[config.mk]
export PLATFORM = sky130hd
export DESIGN_NAME = param_control_unit
export DESIGN_NICKNAME = d
export VERILOG_FILES = /design/src/rtl/cu_pkg.sv /design/src/rtl/cu_output_decode.sv /design/src/rtl/param_control_unit.sv
export SDC_FILE = /design/constraint.sdc
export NUM_CORES = 1
export LEC_CHECK = 0
export BUFFER_PORTS_ARGS = -buffer_cell sky130_fd_sc_hd__buf_2
export CELL_PAD_IN_SITES_DETAIL_PLACEMENT = 1
export CELL_PAD_IN_SITES_GLOBAL_PLACEMENT = 2
export CORE_MARGIN = 8
export CORE_UTILIZATION = 19
export CTS_CLUSTER_DIAMETER = 60
export DETAILED_ROUTE_END_ITERATION = 7
export MAX_ROUTING_LAYER = met4
export PLACE_DENSITY_LB_ADDON = 0.1
export REMOVE_ABC_BUFFERS = 1
export SYNTH_ARGS = -nofsm -noshare
export SYNTH_HDL_FRONTEND = slang
export SYNTH_SLANG_ARGS = --single-unit
[constraint.sdc]
create_clock -name clk -period 2.61 [get_ports clk]
set_input_delay 0.261 -clock clk [delete_from_list [all_inputs] [get_ports clk]]
set_output_delay 0.261 -clock clk [all_outputs]
set_load 0.05 [all_outputs]
[src/rtl/cu_pkg.sv]
// Shared definitions for the multicycle control unit: opcodes, FSM state
// encoding and instruction field-offset helpers.
package cu_pkg;

  localparam logic [3:0] OP_MV   = 4'd0;
  localparam logic [3:0] OP_MVI  = 4'd1;
  localparam logic [3:0] OP_ADD  = 4'd2;
  localparam logic [3:0] OP_SUB  = 4'd3;
  localparam logic [3:0] OP_XOR  = 4'd4;
  localparam logic [3:0] OP_LD   = 4'd5;
  localparam logic [3:0] OP_ST   = 4'd6;
  localparam logic [3:0] OP_BNZ  = 4'd7;
  localparam logic [3:0] OP_HALT = 4'd15;

  typedef enum logic [3:0] {
    S_IDLE   = 4'd0,
    S_FETCH  = 4'd1,
    S_DECODE = 4'd2,
    S_E1     = 4'd3,
    S_E2     = 4'd4,
    S_E3     = 4'd5,
    S_HALT   = 4'd6
  } state_t;

  // MSB positions of the rx and ry register fields below the 4-bit opcode
  function automatic int rx_msb(int data_w);
    return data_w - 5;
  endfunction

  function automatic int ry_msb(int data_w, int rw);
    return data_w - 5 - rw;
  endfunction

  function automatic logic op_legal(logic [3:0] op);
    return (op <= OP_BNZ) || (op == OP_HALT);
  endfunction

endpackage

[src/rtl/cu_output_decode.sv]
// Combinational strobe decode: maps the current FSM state and the latched
// instruction onto every datapath, memory and status output.
module cu_output_decode
  import cu_pkg::*;
#(
  parameter int DATA_W = 16,
  parameter int NREG   = 8,
  parameter int IMM_W  = 8
) (
  input  state_t              state,
  input  logic [DATA_W-1:0]   instr,
  input  logic                mem_ready,
  output logic [NREG-1:0]     rin,
  output logic [NREG-1:0]     rout,
  output logic                gin,
  output logic                gout,
  output logic                a_in,
  output logic                addsub,
  output logic                xorctrl,
  output logic                ctrl_out,
  output logic [DATA_W-1:0]   imm_out,
  output logic                pcin,
  output logic                pc_enable,
  output logic                instr_enable,
  output logic                addr_in,
  output logic                ram_addr_sel,
  output logic                mem_req,
  output logic                mem_we,
  output logic                ram_out_ctrl,
  output logic                busy,
  output logic                halted,
  output logic                illegal
);

  localparam int RW     = $clog2(NREG);
  localparam int RX_MSB = rx_msb(DATA_W);
  localparam int RY_MSB = ry_msb(DATA_W, RW);
  localparam logic [NREG-1:0] ONE = {{(NREG-1){1'b0}}, 1'b1};

  logic [3:0]      opcode;
  logic [RW-1:0]   rx;
  logic [RW-1:0]   ry;
  logic [NREG-1:0] rx_oh;
  logic [NREG-1:0] ry_oh;

  assign opcode  = instr[DATA_W-1 -: 4];
  assign rx      = instr[RX_MSB -: RW];
  assign ry      = instr[RY_MSB -: RW];
  assign rx_oh   = ONE << rx;
  assign ry_oh   = ONE << ry;
  assign imm_out = DATA_W'(instr[IMM_W-1:0]);
  assign busy    = (state != S_IDLE) && (state != S_HALT);

  always_comb begin
    // NOTE: every output gets a default first so no path through the case infers a latch.
    rin          = '0;
    rout         = '0;
    gin          = 1'b0;
    gout         = 1'b0;
    a_in         = 1'b0;
    addsub       = 1'b0;
    xorctrl      = 1'b0;
    ctrl_out     = 1'b0;
    pcin         = 1'b0;
    pc_enable    = 1'b0;
    instr_enable = 1'b0;
    addr_in      = 1'b0;
    ram_addr_sel = 1'b0;
    mem_req      = 1'b0;
    mem_we       = 1'b0;
    ram_out_ctrl = 1'b0;
    halted       = 1'b0;
    illegal      = 1'b0;
    case (state)
      S_FETCH: begin
        mem_req      = 1'b1;
        instr_enable = mem_ready;
        pc_enable    = mem_ready;
      end
      S_DECODE: illegal = !op_legal(opcode);
      S_E1: begin
        case (opcode)
          OP_MV:                  begin rout = ry_oh; rin = rx_oh;     end
          OP_MVI:                 begin ctrl_out = 1'b1; rin = rx_oh;  end
          OP_ADD, OP_SUB, OP_XOR: begin rout = rx_oh; a_in = 1'b1;     end
          OP_LD, OP_ST:           begin rout = ry_oh; addr_in = 1'b1;  end
          OP_BNZ:                 begin rout = rx_oh; pcin = 1'b1;     end
          default: ;
        endcase
      end
      S_E2: begin
        case (opcode)
          OP_ADD, OP_SUB, OP_XOR: begin
            rout    = ry_oh;
            gin     = 1'b1;
            addsub  = (opcode == OP_SUB);
            xorctrl = (opcode == OP_XOR);
          end
          OP_LD: begin
            mem_req      = 1'b1;
            ram_addr_sel = 1'b1;
          end
          OP_ST: begin
            rout         = rx_oh;
            mem_req      = 1'b1;
            mem_we       = 1'b1;
            ram_addr_sel = 1'b1;
          end
          default: ;
        endcase
      end
      S_E3: begin
        case (opcode)
          OP_ADD, OP_SUB, OP_XOR: begin gout = 1'b1; rin = rx_oh;         end
          OP_LD:                  begin ram_out_ctrl = 1'b1; rin = rx_oh; end
          default: ;
        endcase
      end
      S_HALT:  halted = 1'b1;
      default: ;
    endcase
  end

endmodule

[src/rtl/param_control_unit.sv]
// Parametrised multicycle control FSM: owns the state register and
// next-state logic; all strobes come from cu_output_decode.
module param_control_unit
  import cu_pkg::*;
#(
  parameter int DATA_W = 16,
  parameter int NREG   = 8,
  parameter int IMM_W  = 8
) (
  input  logic                clk,
  input  logic                rst,
  input  logic                run,
  input  logic [DATA_W-1:0]   instr,
  input  logic                mem_ready,
  input  logic                g_zero,
  output logic [NREG-1:0]     rin,
  output logic [NREG-1:0]     rout,
  output logic                gin,
  output logic                gout,
  output logic                a_in,
  output logic                addsub,
  output logic                xorctrl,
  output logic                ctrl_out,
  output logic [DATA_W-1:0]   imm_out,
  output logic                pcin,
  output logic                pc_enable,
  output logic                instr_enable,
  output logic                addr_in,
  output logic                ram_addr_sel,
  output logic                mem_req,
  output logic                mem_we,
  output logic                ram_out_ctrl,
  output logic                busy,
  output logic                halted,
  output logic                illegal
);

  state_t     state;
  state_t     state_nx;
  state_t     end_st;
  logic [3:0] opcode;

  assign opcode = instr[DATA_W-1 -: 4];
  // Instructions always complete; run only gates the next fetch
  assign end_st = run ? S_FETCH : S_IDLE;

  always_ff @(posedge clk or negedge rst) begin
    // NOTE: sequential state uses non-blocking assignment so every flop samples pre-edge values.
    if (!rst) state <= S_IDLE;
    else      state <= state_nx;
  end

  always_comb begin
    state_nx = state;
    case (state)
      S_IDLE:  if (run) state_nx = S_FETCH;
      S_FETCH: if (mem_ready) state_nx = S_DECODE;
      S_DECODE: begin
        if (!op_legal(opcode))                 state_nx = end_st;
        else if (opcode == OP_HALT)            state_nx = S_HALT;
        else if ((opcode == OP_BNZ) && g_zero) state_nx = end_st;
        else                                   state_nx = S_E1;
      end
      S_E1: begin
        case (opcode)
          OP_MV, OP_MVI, OP_BNZ: state_nx = end_st;
          default:               state_nx = S_E2;
        endcase
      end
      S_E2: begin
        case (opcode)
          OP_ADD, OP_SUB, OP_XOR: state_nx = S_E3;
          OP_LD:   if (mem_ready) state_nx = S_E3;
          OP_ST:   if (mem_ready) state_nx = end_st;
          default: state_nx = end_st;
        endcase
      end
      S_E3:    state_nx = end_st;
      S_HALT:  state_nx = S_HALT;
      default: state_nx = S_IDLE;
    endcase
  end

  cu_output_decode #(
    .DATA_W (DATA_W),
    .NREG   (NREG),
    .IMM_W  (IMM_W)
  ) u_decode (
    .state        (state),
    .instr        (instr),
    .mem_ready    (mem_ready),
    .rin          (rin),
    .rout         (rout),
    .gin          (gin),
    .gout         (gout),
    .a_in         (a_in),
    .addsub       (addsub),
    .xorctrl      (xorctrl),
    .ctrl_out     (ctrl_out),
    .imm_out      (imm_out),
    .pcin         (pcin),
    .pc_enable    (pc_enable),
    .instr_enable (instr_enable),
    .addr_in      (addr_in),
    .ram_addr_sel (ram_addr_sel),
    .mem_req      (mem_req),
    .mem_we       (mem_we),
    .ram_out_ctrl (ram_out_ctrl),
    .busy         (busy),
    .halted       (halted),
    .illegal      (illegal)
  );

endmodule

==> results_dict.tcl, run 1 <==
set metrics [dict create \
    status "finished, final reports clean" \
    reg_top3 "state (3)" \
    synthesis.area_um2 995 \
    hold_violations 0 \
    cts_setup_buffers 0 \
    wl_met2_um 2090 \
    final_layout_size_suffix_gt1_frac 0.363 \
    cts_buffer_depth 2 \
    ys_seq_area_frac 0.0755 \
    wire_per_inst_um 16.6 \
    coreArea_mm2 0.00507 \
    grt_max_degree 17 \
    cts_root_buffer "clkbuf_8" \
    fmax_mhz 394 \
    setup_violations 0 \
    cp.required_ps 2350 \
    ioPinCount 70 \
    grt_pass1_wl_um 6910 \
    vias 1275 \
    synth-edff-count 0 \
    gp_congestion 0.779 \
    final-seq-area_um2 75.1 \
    synth_compound_area_frac 0.273 \
    worst_clock_skew_ps 3.15 \
    placed_cells 255 \
    async_flop_share 1.00 \
    dieArea_mm2 0.00781 \
    final.min_clock_period_ps 2540 \
    drtIter0Drc 59 \
    setup_tns_ps 0 \
    grt_usage 0.114 \
    largest_register "state" \
    clk_latency_ps 220 \
    die_w_um 88.4 \
    antenna_left 0 \
    rows 26 \
    rsz0062_at_grt "true" \
    die_h_um 88.4 \
    synth_flop_cell "dfrtp_1" \
    m1WireLength_um 1990 \
    synth_top_family_by_area "simple AND/OR/NAND/NOR gates" \
    stdcell_count 260 \
    cp-start-kind "flop" \
    cts_max_level 1 \
    ys_seq_elements 3 \
    io_buffers 49 \
    end_kind "output port" \
    grt_overflow 0 \
    yosysTopAreaCell "buf_4" \
    dr.pass1.iters 4 \
    hp-class "in -> reg" \
    drc_errors 0 \
    yosys.area_share.xor_xnor 0.0176 \
    syn_inst 151 \
    synthMuxAreaShare 0.0101 \
    first_global_vias 1356 \
    synth_fa_ha_area_frac 0 \
    top_layer_used "met4" \
    p_per_area_mw_per_mm2 746 \
    start_util 0.196 \
    path_max_fanout 4 \
    fin_crit_sh 0.972 \
    fin_nets 212 \
    wl_um 4310 \
    synth_top_area_frac 0.128 \
    synth-simple-area-share 0.405 \
    multi_input_area_um2 741 \
    hpwl_um 3460 \
    vias_per_cell 4.90 \
    numCtsBuffers 3 \
    synthTopCellsByArea "buf_4 (13%), dfrtp_1 (7.5%), nor2_1 (6.8%), nand2b_1 (5.7%), nor4_1 (5.7%)" \
    crit_arrival_ps 2280 \
    diodes 0 \
    largest_reg_flops 3 \
    routed-wl-met3_um 208 \
    antenna_found_initial 0 \
    ys_types 45 \
    vdd_ir_drop_max_uv 205 \
    clkTransAtPathRegs_ps 30 \
    tritoncts "built" \
    critPathKind "reg -> out" \
    cap_violations 0 \
    finalMaxSlewViolations 0 \
    synth_warnings 0 \
    clkSinkCount 3 \
    syn_area_per_cell_um2 6.59 \
    p_leak_uw 0.000595 \
    area_growth_pct 29.4 \
    fillerInstances 683 \
]
-- report_power, final --
part / total (uW) / internal [uW] / switching (uW)
Clock: 138 / 104 / 34.0
Combinational: 717 / 218 / 499
Sequential: 105 / 69.0 / 35.8
-- cell families after synthesis --
group                  after synthesis
AND/OR/NAND/NOR                     74
AO/OA/AOI/OAI                       35
buffers and inverters               35
multiplexers                         1
XOR/XNOR                             2
flip-flops                           3
other                                1
-- per-stage QoR --
stage           util  area [um2]  total power, uW  hold WS (ps)  worst slack (ps)
2_1_floorplan      -         826              580         -34.6              -443
3_3_place_gp   0.240        1220              808          68.9               325
3_5_place_dp   0.240        1220              806          68.5               308
4_1_cts        0.251        1270              955           346              69.2
5_1_grt        0.254        1290             1030           381             -31.6
6_report       0.254        1290              960           351              72.7
-- cells in the mapped netlist, types with 3 or more instances --
cell type,instances
inv_1,5
nand2_1,12
buf_2,3
or2_2,4
o32ai_1,6
a31oi_1,3
dfrtp_1,3
and3_1,3
nand2b_1,9
o21ai_0,6
a21oi_1,5
nor2_1,18
nor4_1,9
buf_4,17
o2111ai_1,3
nor3_1,5
clkbuf_1,7
-- layout by cell type (no fill, tap or decap), drive strengths merged, types with 2 or more instances in the layout --
master | synthesis | layout
o22ai | 3 | 3
conb | 1 | 8
nor3 | 5 | 5
inv | 5 | 5
nor4 | 9 | 9
a21oi | 5 | 5
buf | 23 | 55
nand3 | 2 | 2
o2111ai | 3 | 3
a31oi | 3 | 3
nor2 | 18 | 18
or4b | 2 | 2
dfrtp | 3 | 3
o32ai | 6 | 6
nand2 | 12 | 12
nor2b | 2 | 2
nand3b | 2 | 2
o21ai | 6 | 6
nand2b | 9 | 9
or2 | 4 | 4
clkbuf | 7 | 6
or3b | 2 | 2
and3 | 3 | 3
-- worst paths after layout --
check	startpoint	end	slack [ps]	cells past startpoint
max in group asynchronous	rst	state[2]$_DFFE_PN0P_	2110	2
worst max register to register	state[1]$_DFFE_PN0P_	state[0]$_DFFE_PN0P_	860	5
min in group asynchronous	rst	state[0]$_DFFE_PN0P_	380	2
worst min register to register	state[2]$_DFFE_PN0P_	state[0]$_DFFE_PN0P_	800	3
worst max-delay path	state[1]$_DFFE_PN0P_	rout[6]	70	5
worst min-delay path	mem_ready	state[2]$_DFFE_PN0P_	350	2
-- metal layers --
layer | track usage | vias up
met1 | 0.139 | 624
li1 | - | 604
met4 | 0.0230 | 0
met5 | - | -
met2 | 0.187 | 45
met3 | 0.0232 | 2
-- layout make-up --
| cell class | instances | share of cell area |
|---|---|---|
| sequential | 3 | 0.0583 |
| multi-input combinational | 120 | 0.575 |
| tap | 70 | 0.0680 |
| timing repair buffer | 58 | 0.249 |
| inverter | 5 | 0.0146 |
| clock buffer | 4 | 0.0350 |
-- what timing repair did --
action,CTS,global route
hold endpoints to repair,3,0
endpoints found under the setup margin,0,5
resized for setup,0,4
hold buffers,1,0
-- worst max-delay path: stages (launching register included) --
cell	delay, ps
dfrtp_1	430
or3b_1	500
o221ai_4	220
or4b_1	450
o32ai_1	160
clkbuf_4	300
Power figures use the tool's default switching activity.
==> inputs of run 2 (changes only) <==
CORE_UTILIZATION = 20   (was 19)
CTS_BUF_LIST = sky130_fd_sc_hd__clkbuf_2 sky130_fd_sc_hd__clkbuf_4 sky130_fd_sc_hd__clkbuf_8   (was default)
==> results_dict.tcl, run 2 (synthesized netlist as in run 1, its figures left out) <==
set metrics [dict create \
    worstPathCellList "nand3b_2 -> or4b_1 -> o22a_1 -> o32ai_1 -> buf_2" \
    p_leak_uw 0.000576 \
    clkSinkCount 3 \
    grt_overflow 0 \
    area_growth_pct 27.3 \
    m1WireLength_um 1960 \
    reg_top3 "state (3)" \
    first_global_vias 1342 \
    critPathTopFamily "simple AND/OR/NAND/NOR gates" \
    worst_clock_skew_ps 4.42 \
    crit_path_start "state[2]$_DFFE_PN0P_" \
    r2r_setup_slack_ps 900 \
    gp_congestion 0.798 \
    drc_errors 0 \
    largest_reg_flops 3 \
    cpPeakStageDelay_ps 540 \
    rows 25 \
    tritoncts "built" \
    vias_per_cell 4.81 \
    cts_setup_buffers 0 \
    die_h_um 86.5 \
    stdcell_count 255 \
    clkTransAtPathRegs_ps 30 \
    wire_per_inst_um 16.4 \
    clk_latency_ps 220 \
    setup_ws_ps 124 \
    largest_register "state" \
    cts_buffer_depth 2 \
    vdd_ir_drop_max_uv 158 \
    fin_crit_sh 0.952 \
    wl_met2_um 1980 \
    antenna_found_initial 0 \
    wl_um 4190 \
    min_from "mem_ready" \
    vias 1227 \
    routed-wl-met3_um 192 \
    hp-class "in -> reg" \
    ioPinCount 70 \
    end_kind "output port" \
    io_buffers 49 \
    diodes 0 \
    start_util 0.209 \
    power_uw 959 \
    setup_violations 0 \
    drtIter0Drc 46 \
    finalMaxSlewViolations 0 \
    path_max_fanout 10 \
    grt_usage 0.117 \
    slowest_stage "or4b_1" \
    hpwl_um 3350 \
    crit_arrival_ps 2220 \
    pre_cts_ws_ps 306 \
    fmax_mhz 402 \
    setup_tns_ps 0 \
    cp.required_ps 2350 \
    fin_nets 210 \
    placed_cells 250 \
    critPathKind "reg -> out" \
    cp-start-kind "flop" \
    dieArea_mm2 0.00749 \
    dr.pass1.iters 4 \
    final.min_clock_period_ps 2490 \
    cts_root_buffer "clkbuf_8" \
    final_common_cell "buf_2" \
    rsz0062_at_grt "false" \
    cts_max_level 1 \
    hold_violations 0 \
    grt_pass1_wl_um 6840 \
    status "finished, final reports clean" \
    coreArea_mm2 0.00475 \
    final_layout_size_suffix_gt1_frac 0.367 \
    numCtsBuffers 3 \
    top_layer_used "met4" \
    antenna_left 0 \
    die_w_um 86.5 \
    p_per_area_mw_per_mm2 757 \
    reg2reg_from "state[1]$_DFFE_PN0P_" \
    cap_violations 0 \
    grt_max_degree 17 \
    layout_common_cells "buf_2 (47), nor2_1 (18), nand2_1 (12), nand2b_1 (9), nor4_1 (9)" \
    worst-path-buf-inv 1 \
]
==> run 2: per-layer routing <==
layer / track usage / vias to the layer above
met2: 0.184 / 42
met4: 0.0423 / 0
met3: 0.0217 / 4
met5: - / -
met1: 0.146 / 577
li1: - / 604
==> run 2: worst paths after layout <==
check,depth (start not counted),endpoint
setup / recovery,5,rout[2]
hold reg to reg,2,state[1]$_DFFE_PN0P_
min in group asynchronous,2,state[1]$_DFFE_PN0P_
setup reg to reg,5,state[0]$_DFFE_PN0P_
max in group asynchronous,2,state[0]$_DFFE_PN0P_
hold / removal,2,state[2]$_DFFE_PN0P_
==> run 2: worst register-to-register path, cell delays in order, from the launching register on <==
cell and delay [ps]:
dfrtp_1 410, buf_4 200, or2_2 300, o41ai_1 250
nand2_1 120, a211o_1 310
==> run 2: where the power goes <==
part / leakage, uW / switching [uW] / internal [uW] / total, uW
logic: 0.000511 / 507 / 209 / 715
clock network: 0.0000262 / 34.2 / 115 / 149
registers: 0.0000384 / 25.5 / 69.2 / 94.7
==> run 2: area by class of cell <==
type / instances / area (um2)
Inverter: 5 / 18.8
Sequential cell: 3 / 75.1
Tap cell: 67 / 83.8
Timing Repair Buffer: 56 / 305
Fill cell: 641 / 3490
Multi-Input combinational cell: 120 / 734
Clock buffer: 4 / 48.8
==> run 2: through the flow <==
step / utilization / hold slack (ps) / instance area, um2
after detailed placement: 0.252 / 67.7 / 1200
final: 0.266 / 350 / 1270
after global routing: 0.266 / 371 / 1270
after floorplan: - / -34.6 / 826
after global placement: 0.252 / 65.5 / 1200
after CTS: 0.265 / 356 / 1260
==> run 2: timing repair <==
| item | in CTS | in global routing |
|---|---|---|
| endpoints found under the hold margin | 3 | 0 |
| hold buffers | 1 | 0 |
| endpoints found under the setup margin | 0 | 3 |
| gates resized for setup | 0 | 6 |
==> inputs of run 3 (changes only) <==
BUFFER_PORTS_ARGS = default   (was -buffer_cell sky130_fd_sc_hd__buf_2)
CAP_MARGIN = 10   (was default)
CORE_UTILIZATION = 31   (was 20)
DONT_BUFFER_PORTS = 1   (was default)
SETUP_SLACK_MARGIN = 0.3   (was default)
==> results_dict.tcl, run 3 (synthesized netlist as in run 1, its figures left out) <==
set metrics [dict create \
    cts_max_level 1 \
    cap_violations 0 \
    place_area_mm2 0.00125 \
    fin_crit_sh 0.912 \
    stdcell_count 217 \
    finalMaxSlewViolations 0 \
    clkSinkCount 3 \
    die_w_um 72.6 \
    hold_violations 0 \
    hpwl_um 2950 \
    fin_nets 195 \
    cp.required_ps 2350 \
    vdd_ir_drop_max_uv 374 \
    final.min_clock_period_ps 2380 \
    cts_buffer_depth 2 \
    status "finished, final reports clean" \
    numCtsBuffers 3 \
    rows 20 \
    rsz0062_at_grt "true" \
    slew_headroom 0.623 \
    dr.pass1.iters 4 \
    vias 1199 \
    timing.hold.ws_ps 191 \
    largest_register "state" \
    vias_per_cell 5.53 \
    setup_tns_ps 0 \
    worstMarginPinSlew_ps 564 \
    final_common_cell "buf_4" \
    postLayoutCellArea_mm2 0.00145 \
    cts_root_buffer "clkbuf_4" \
    placed_cells 205 \
    drtIter0Drc 55 \
    dieArea_mm2 0.00528 \
    critPathKind "reg -> out" \
    grt_overflow 0 \
    antenna_left 0 \
    crit_arrival_ps 2120 \
    setup_violations 0 \
    largest_reg_flops 3 \
    end_kind "output port" \
    tritoncts "built" \
    p_per_area_mw_per_mm2 689 \
    fmax_mhz 420 \
    wl_um 3880 \
    clkTransAtPathRegs_ps 40 \
    p_leak_uw 0.000549 \
    io_buffers 0 \
    start_util 0.326 \
    final_layout_size_suffix_gt1_frac 0.457 \
    diodes 0 \
    grt_max_degree 18 \
    antenna_found_initial 0 \
    worst_clock_skew_ps 9.71 \
    clk_latency_ps 250 \
    fillerInstances 387 \
    first_global_vias 1270 \
    area_growth_pct 45.4 \
    hp-class "in -> reg" \
    path_max_fanout 4 \
    grt_usage 0.152 \
    die_h_um 72.6 \
    grt_pass1_wl_um 6320 \
    utilization 0.474 \
    wire_per_inst_um 17.9 \
    ioPinCount 70 \
    layout_common_cells "buf_4 (28), nor2_1 (17), nand2_1 (12), buf_6 (11), nand2b_1 (9)" \
    drc_errors 0 \
    coreArea_mm2 0.00305 \
    cp-start-kind "flop" \
    gp_congestion 0.730 \
    reg_top3 "state (3)" \
]
==> run 3: path summary, 6_finish.rpt <==
kind | to | cells after the start | start | slack [ps]
max in group asynchronous | state[0]$_DFFE_PN0P_ | 1 | rst | 2190
hold / removal | state[2]$_DFFE_PN0P_ | 1 | mem_ready | 190
setup reg to reg | state[0]$_DFFE_PN0P_ | 6 | state[1]$_DFFE_PN0P_ | 820
setup / recovery | rout[6] | 5 | state[2]$_DFFE_PN0P_ | 230
min in group asynchronous | state[2]$_DFFE_PN0P_ | 1 | rst | 260
hold reg to reg | state[1]$_DFFE_PN0P_ | 3 | state[1]$_DFFE_PN0P_ | 800
==> run 3: metrics by stage <==
stage / setup WS, ps / total power, uW
4_1_cts: 235 / 987
2_1_floorplan: -443 / 580
3_5_place_dp: 235 / 786
3_3_place_gp: 341 / 777
5_1_grt: 175 / 1060
6_report: 229 / 997
==> run 3: per-layer routing <==
metal | vias to the layer above | global-route usage | routed length (um)
met4 | 0 | 0.0511 | 55
met3 | 7 | 0.0563 | 375
met1 | 565 | 0.174 | 1640
met5 | - | - | 0
li1 | 576 | - | -
met2 | 51 | 0.238 | 1800
==> run 3: area by class of cell <==
type | count | area, um2 | area share
clock buffers | 4 | 30.0 | 0.0208
repair buffers | 41 | 364 | 0.252
inverters | 5 | 18.8 | 0.0130
flip-flops and latches | 3 | 75.1 | 0.0519
well taps | 44 | 55.1 | 0.0381
multi-input cells | 120 | 903 | 0.625
==> run 3: repair_timing <==
action | 4_1_cts | 5_1_grt
hold buffers | 1 | 0
gates resized for setup | 10 | 12
pin swaps | 3 | 3
endpoints found under the hold margin | 3 | 0
buffers inserted | 7 | 0
setup endpoints to repair | 12 | 16
==> run 3: critical path, stage by stage, from the launching register on <==
cell      delay, ps
dfrtp_1         380
or3b_4          440
o221ai_4        210
or4b_4          500
o32ai_4         150
buf_12          180
==> run 3: power breakdown <==
group	switching (uW)	internal (uW)	leakage (uW)	total, uW
sequential	15.7	69.1	0.0000384	84.8
clock	32.5	68.2	0.0000184	101
combinational	527	284	0.000492	811
total	576	421	0.000549	997
